File: src/rtl/fifo_tx_pkg.sv
// Shared types and helpers for the FIFO-draining UART transmitter.
package fifo_tx_pkg;

  typedef enum logic [2:0] {
    IDLE,
    POP,
    LOAD,
    START,
    DATA,
    PARITY,
    STOP
  } tx_state_t;

  localparam logic TX_IDLE_LEVEL = 1'b1;

  // Cycles from TX falling to the end of the TX_DONE cycle.
  function automatic int unsigned frame_len(input int unsigned dw, input int unsigned cpb,
                                            input int unsigned par, input int unsigned stop);
    return cpb * (1 + dw + par + stop);
  endfunction

endpackage

File: src/rtl/fifo_tx_bit_timer.sv
// Free-running bit-period counter; tick marks the last cycle of each bit period.
module fifo_tx_bit_timer #(
  parameter int unsigned CLKS_PER_BIT = 16
) (
  input  logic CLK,
  input  logic RST,
  input  logic clear,
  output logic tick
);

  localparam int unsigned CW = (CLKS_PER_BIT > 1) ? $clog2(CLKS_PER_BIT) : 1;
  localparam logic [CW-1:0] LAST = CW'(CLKS_PER_BIT - 1);

  logic [CW-1:0] count;

  always_ff @(posedge CLK) begin
    if (RST || clear || tick) begin
      count <= '0;
    end else begin
      count <= count + CW'(1);
    end
  end

  assign tick = (count == LAST);

endmodule

File: src/rtl/fifo_uart_tx.sv
// Drains words from the FIFO read port and sends each one as a serial frame:
// start bit, data LSB first, optional even parity, one or two stop bits.
module fifo_uart_tx
  import fifo_tx_pkg::*;
#(
  parameter int unsigned DATA_WIDTH   = 8,
  parameter int unsigned CLKS_PER_BIT = 16,
  parameter int unsigned PARITY_EN    = 0,
  parameter int unsigned STOP_BITS    = 1
) (
  input  logic                  CLK,
  input  logic                  RST,
  input  logic                  ENABLE,
  input  logic                  REMPTY,
  input  logic [DATA_WIDTH-1:0] RDATA,
  output logic                  R_INC,
  output logic                  TX,
  output logic                  BUSY,
  output logic                  TX_DONE
);

  localparam int unsigned IW = $clog2(DATA_WIDTH + 1);
  localparam logic [IW-1:0] LAST_BIT = IW'(DATA_WIDTH - 1);

  tx_state_t             state, state_nx;
  logic [DATA_WIDTH-1:0] shreg;
  logic                  par_bit;
  logic [IW-1:0]         bit_idx;
  logic                  stop_idx;
  logic                  tick;
  logic                  timer_clear;
  logic                  last_stop;

  // The timer runs only while a frame is on the line, so START always sees a full bit.
  always_comb begin
    timer_clear = (state == IDLE) || (state == POP) || (state == LOAD);
    last_stop   = (STOP_BITS < 2) || stop_idx;
  end

  fifo_tx_bit_timer #(
    .CLKS_PER_BIT(CLKS_PER_BIT)
  ) u_timer (
    .CLK  (CLK),
    .RST  (RST),
    .clear(timer_clear),
    .tick (tick)
  );

  always_ff @(posedge CLK) begin
    if (RST) begin
      state    <= IDLE;
      shreg    <= '0;
      par_bit  <= 1'b0;
      bit_idx  <= '0;
      stop_idx <= 1'b0;
    end else begin
      state <= state_nx;
      case (state)
        LOAD: begin
          shreg    <= RDATA;
          par_bit  <= ^RDATA;
          bit_idx  <= '0;
          stop_idx <= 1'b0;
        end
        DATA: begin
          if (tick) begin
            shreg   <= shreg >> 1;
            bit_idx <= (bit_idx == LAST_BIT) ? '0 : bit_idx + IW'(1);
          end
        end
        STOP: begin
          if (tick) begin
            stop_idx <= last_stop ? 1'b0 : 1'b1;
          end
        end
        default: ;
      endcase
    end
  end

  always_comb begin
    state_nx = state;
    R_INC    = 1'b0;
    TX       = TX_IDLE_LEVEL;
    BUSY     = (state != IDLE);
    TX_DONE  = 1'b0;
    case (state)
      IDLE: begin
        if (ENABLE && !REMPTY) begin
          state_nx = POP;
        end
      end
      POP: begin
        R_INC    = 1'b1;
        state_nx = LOAD;
      end
      LOAD: begin
        state_nx = START;
      end
      START: begin
        TX = 1'b0;
        if (tick) begin
          state_nx = DATA;
        end
      end
      DATA: begin
        TX = shreg[0];
        if (tick && (bit_idx == LAST_BIT)) begin
          state_nx = (PARITY_EN != 0) ? PARITY : STOP;
        end
      end
      PARITY: begin
        TX = par_bit;
        if (tick) begin
          state_nx = STOP;
        end
      end
      STOP: begin
        if (tick && last_stop) begin
          TX_DONE  = 1'b1;
          state_nx = (ENABLE && !REMPTY) ? POP : IDLE;
        end
      end
      default: begin
        state_nx = IDLE;
      end
    endcase
  end

endmodule

File: config.mk
export PLATFORM = sky130hd
export DESIGN_NAME = fifo_uart_tx
export DESIGN_NICKNAME = d
export VERILOG_FILES = /design/src/rtl/fifo_tx_pkg.sv /design/src/rtl/fifo_tx_bit_timer.sv /design/src/rtl/fifo_uart_tx.sv
export SDC_FILE = /design/constraint.sdc
export NUM_CORES = 1
export LEC_CHECK = 0
export CAP_MARGIN = 30
export CORE_UTILIZATION = 40
export DETAILED_ROUTE_END_ITERATION = 12
export PLACE_DENSITY = 0.7
export SYNTH_ARGS = -nofsm -noshare
export SYNTH_HDL_FRONTEND = slang
export SYNTH_SLANG_ARGS = --single-unit
File: constraint.sdc
create_clock -name CLK -period 2.49 [get_ports CLK]
set_clock_uncertainty 0.15 [all_clocks]
set_input_delay 0.747 -clock CLK [delete_from_list [all_inputs] [get_ports CLK]]
set_output_delay 0.747 -clock CLK [all_outputs]
set_load 0.02 [all_outputs]
# Yosys cells after proc, flatten, opt, wreduce, memory -nomap -nowiden
# Index checks and enable logic that the tools add are counted.
# Widths: inputs -> output; s select.
# op_classes
n_addsub,2
n_eq_ne,14
mux,16
reduce_logical,13
# op_table
operator,n
$pmux 3 s7,1
$pmux 8 s2,1
$mux 3,5
$ne 2x2->1 const B,5
$eq 3x3->1 const B,3
$add 4x1->4 const B,2
$mux 4,2
$mux 8,1
$pmux 4 s2,1
$reduce_xor 8->1,1
$eq 3x2->1 const B,2
$reduce_and 5->1,1
$eq 4x3->1 const B,1
$eq 4x4->1 const B,1
$logic_or 1x1->1,4
$mux 1,4
$eq 3x1->1 const B,1
$logic_not 3->1,1
$pmux 1 s3,1
$reduce_bool 3->1,1
$logic_and 1x1->1,2
$ne 2x1->1 const B,1
$reduce_and 2->1,1
$reduce_bool 2->1,1
$logic_not 1->1,1
# totals
regBits,20
inputBits,12
out_inout_bits,4

# Depth between registers and ports, before layout
# logic_depth
word_depth,5
ltp_mapped,6
depth_no_buf,5

# Modules after synthesis
# A second synthesis with hierarchy kept.
# unflattened
cells_unflattened,138
area_unflattened_um2,1119.8
# by_module_without_submodules
module,n_inst,cells_each,area_per_inst_um2,seq_area_each_um2
fifo_uart_tx,1,122,962.2,320.3
fifo_tx_bit_timer,1,16,157.7,80.1

# Worst setup path before layout
# OpenSTA, ideal clock, no wires.
# synth_timing
kind,reg-to-output
from,reg u_timer.count[0]
to,out TX_DONE
arrival_time_ps,1277
path_slack_ps,316
stages_incl_launch_ff,5
n_path_buf,1
path_cell_list,dfxtp_1 -> ha_1 -> and3_1 -> clkbuf_1 -> and4b_1
# synth_via
elab_chain_len,3
# synth_lines
element,line,source
start: declaration,fifo_tx_bit_timer.sv:14,logic [CW-1:0] count;
start signal: assignment,fifo_tx_bit_timer.sv:20,count <= count + CW'(1);
$eq 4x4->1,fifo_tx_bit_timer.sv:24,assign tick = (count == LAST);
$mux 1,fifo_uart_tx.sv:119,if (tick && last_stop) begin
$mux 1,fifo_uart_tx.sv:87,case (state)
end: declaration,fifo_uart_tx.sv:19,output logic TX_DONE
# Every way passes these cells.

# Worst setup path after layout
# Same ends and word-level chain as after synthesis.

==> summary.md <==
| Metric | Value |
|---|---|
| Run status | complete, no violations |
| Critical path required time | 1590 ps |
| Initial DRC count | 13 |
| CTS tree | built |
| CTS buffer count | 3 |
| CORE AREA | 2570 sq um |
| Post-CTS Setup Bufs | 0 |
| Worst Hold Class | flip-flop to flip-flop |
| Die area | 3020 sq um |
| Die Ht | 54.9 um |
| Post-synth ARST share | 0% |
| #FFs+latches synth | 20 |
| Register area share after synthesis | 35.7% |
| Post-synth top flop | dfxtp_1 |
| Number of vias per cell | 5.40 |
| CP arrival | 1390 ps |
| Peak Freq | 0.438 GHz |
| Initial core utilization | 43.7% |
| Layout cell share with drive strength beyond 1 | 11.4% |
| Syn. warnings | 0 |
| Hold-fix buffers, CTS | 0 |
| Count leader, synth | dfxtp_1 |
| Mapped Area | 1120 sq um |
| Top cell type's share of synthesized area | 35.7% |
| Num rows | 18 |
| Routed len/inst | 12.6 um |
| IO Port Bufs | 15 |
| Max-slew violation count | 0 |
| Cells after Synth | 135 |
| HP Start | u_timer.count[0] |
| Crit-path cells | ha_1 -> and3_1 -> and4b_1 -> clkbuf_2 |
| DP Worst Slack | 92.7 ps |
| Synth-to-layout area growth | 18.9% |
| RSZ-0062 raised after global routing | false |
| Clock Latency Late Sink | 300 ps |
| Power per Cell Area | 489 nW/um^2 |
| Relative slew slack | 78.6% |
| Worst R2R Start | u_timer.count[0] |
| Tot GR Track Use | 17.5% |
| # DRC | 0 |
| Worst-path fanout max | 3 |
| Top post-synthesis cells by count | 20 x dfxtp_1, 19 x a21oi_1, 12 x o21ai_0 |
| H-tree levels | 1 |
| Setup TNS Final | 0 ps |
| Critical Path Source Type | flip-flop |
| Final #Nets | 165 |
| Post-synth EDFFs | 0 |
| Remaining Overflow, GRT | 0 |
| Detailed placement HPWL | 1560 um |
| Initial antenna violation count | 0 |
| Worst path bufs/invs | 1 |
| Top delay family on crit path | flip-flops |
| Antenna Cells | 0 |
| Slowest CP cell | dfxtp_1 |
| Worst Setup Path Type | flip-flop to primary output |
| Final min period | 2280 ps |
| Clk buf depth | 2 |
| Max_cap viols | 0 |
| CP endpoint kind | primary output |
| Setup crit start | u_timer.count[0] |
| Final ANT Viol Nets | 0 |
| Vias | 967 |
| Num ports | 16 |
| Final setup margin | 208 ps |
| Largest cells by area after synthesis | dfxtp_1 36%, a21oi_1 8.5%, mux2i_1 7.1% |
| Leakage | 0.465 nW |
| Max VDD drop | 0.265 mV |
| Worst Max-Slew Pin Slew | 320 ps |
| Vias in the first global route | 877 |
| Yosys top cell by area | dfxtp_1 |
| Fillers | 265 |
| Crit-path max cell delay | 370 ps |
| Clock transition at the registers of the reported paths | 110 ps |
| Period utilisation layout | 91.7% |
| Global-route wire length before repair | 3780 um |
| Largest net degree at the start of global routing | 26 |
| Syn avg cell area | 8.30 sq um |
| DR pass1 iterations | 4 |
| CTS root buf | clkbuf_4 |
| Setup violators final | 0 |
| Final hold vios | 0 |
| Sink Count | 20 |
| Gpl congestion | 0.707 |
| Netlist cell types | 30 |
| Die Wd | 54.9 um |
| Drt total wl | 2260 um |
| Syn nets | 149 |
==> cell usage in the layout (no fill, tap or decap), types with 2 or more instances in the layout <==
master,count
a21oi_1,19
buf_4,8
clkbuf_4,3
clkdlybuf4s50_1,11
dfxtp_1,17
dfxtp_2,2
dlygate4sd2_1,2
ha_1,2
mux2i_1,8
nand2_1,5
nand3_1,5
nand3b_1,3
nor2_1,9
nor2b_1,4
o21ai_0,12
o31ai_1,2
or3_1,11
xnor2_1,8
==> cells by family (layout without fill, tap and decap cells) <==
kind of cell    Yosys count  in the layout  share of synthesized area (%)
simple gates             45             45                           23.4
fa+ha+maj                 2              2                           2.23
flops                    20             20                           35.7
compound gates           38             38                           18.8
buf+inv                  13             27                           5.69
xor+xnor                  9              9                           7.03
mux                       8              8                           7.14
==> layer usage <==
metal	GRT usage [%]	routed length, um	share of wire, %	up-vias
met1	22.2	1140	50	457
met5	0	0	0	-
met3	2.46	27	1.2	2
met4	7.50	12	0.53	0
met2	29.3	1080	48	3
li1	-	-	-	505
==> path summary, 6_finish.rpt <==
| check | endpoint | slack, ps | depth (start not counted) |
|---|---|---|---|
| setup / recovery | TX_DONE | 210 | 4 |
| hold / removal | u_timer.count[0] | 310 | 1 |
| setup reg to reg | shreg[3] | 580 | 7 |
| hold reg to reg | u_timer.count[0] | 310 | 1 |
==> where the power goes <==
part / switching, mW / leakage (nW) / total, mW / internal, mW
Combinational: 0.0759 / 0.288 / 0.147 / 0.0713
Sequential: 0.0153 / 0.164 / 0.352 / 0.336
Clock: 0.0971 / 0.0138 / 0.153 / 0.0563
==> sequential cells by signal, indices dropped and copies added (netlist names) <==
register and cells:
u_timer.count 4, par_bit 1, shreg 8, state 3, bit_idx 4
==> what timing repair did <==
item,CTS,global route
gates resized for setup,6,4
pin swaps,0,0
setup endpoints to repair,4,2
==> metrics by stage <==
step / area [sq um] / utilization, % / hold WS [ps] / power [mW] / std cells
2_1_floorplan: 1120 / - / 268 / 0.455 / 135
3_3_place_gp: 1310 / 51.0 / 280 / 0.504 / 176
3_5_place_dp: 1310 / 51.0 / 293 / 0.508 / 176
4_1_cts: 1330 / 51.9 / 317 / 0.664 / 179
5_1_grt: 1330 / 51.9 / 326 / 0.692 / 179
6_report: 1330 / 51.9 / 311 / 0.652 / 179
==> layout make-up <==
type | count | area, sq um | area share [%]
Multi-Input combinational cell | 102 | 657 | 49.3
Sequential cell | 20 | 407 | 30.5
Timing Repair Buffer | 23 | 205 | 15.4
Tap cell | 30 | 37.5 | 2.82
Clock buffer | 3 | 22.5 | 1.69
Inverter | 1 | 3.75 | 0.282
No activity file was read; power rests on OpenSTA's default activity.
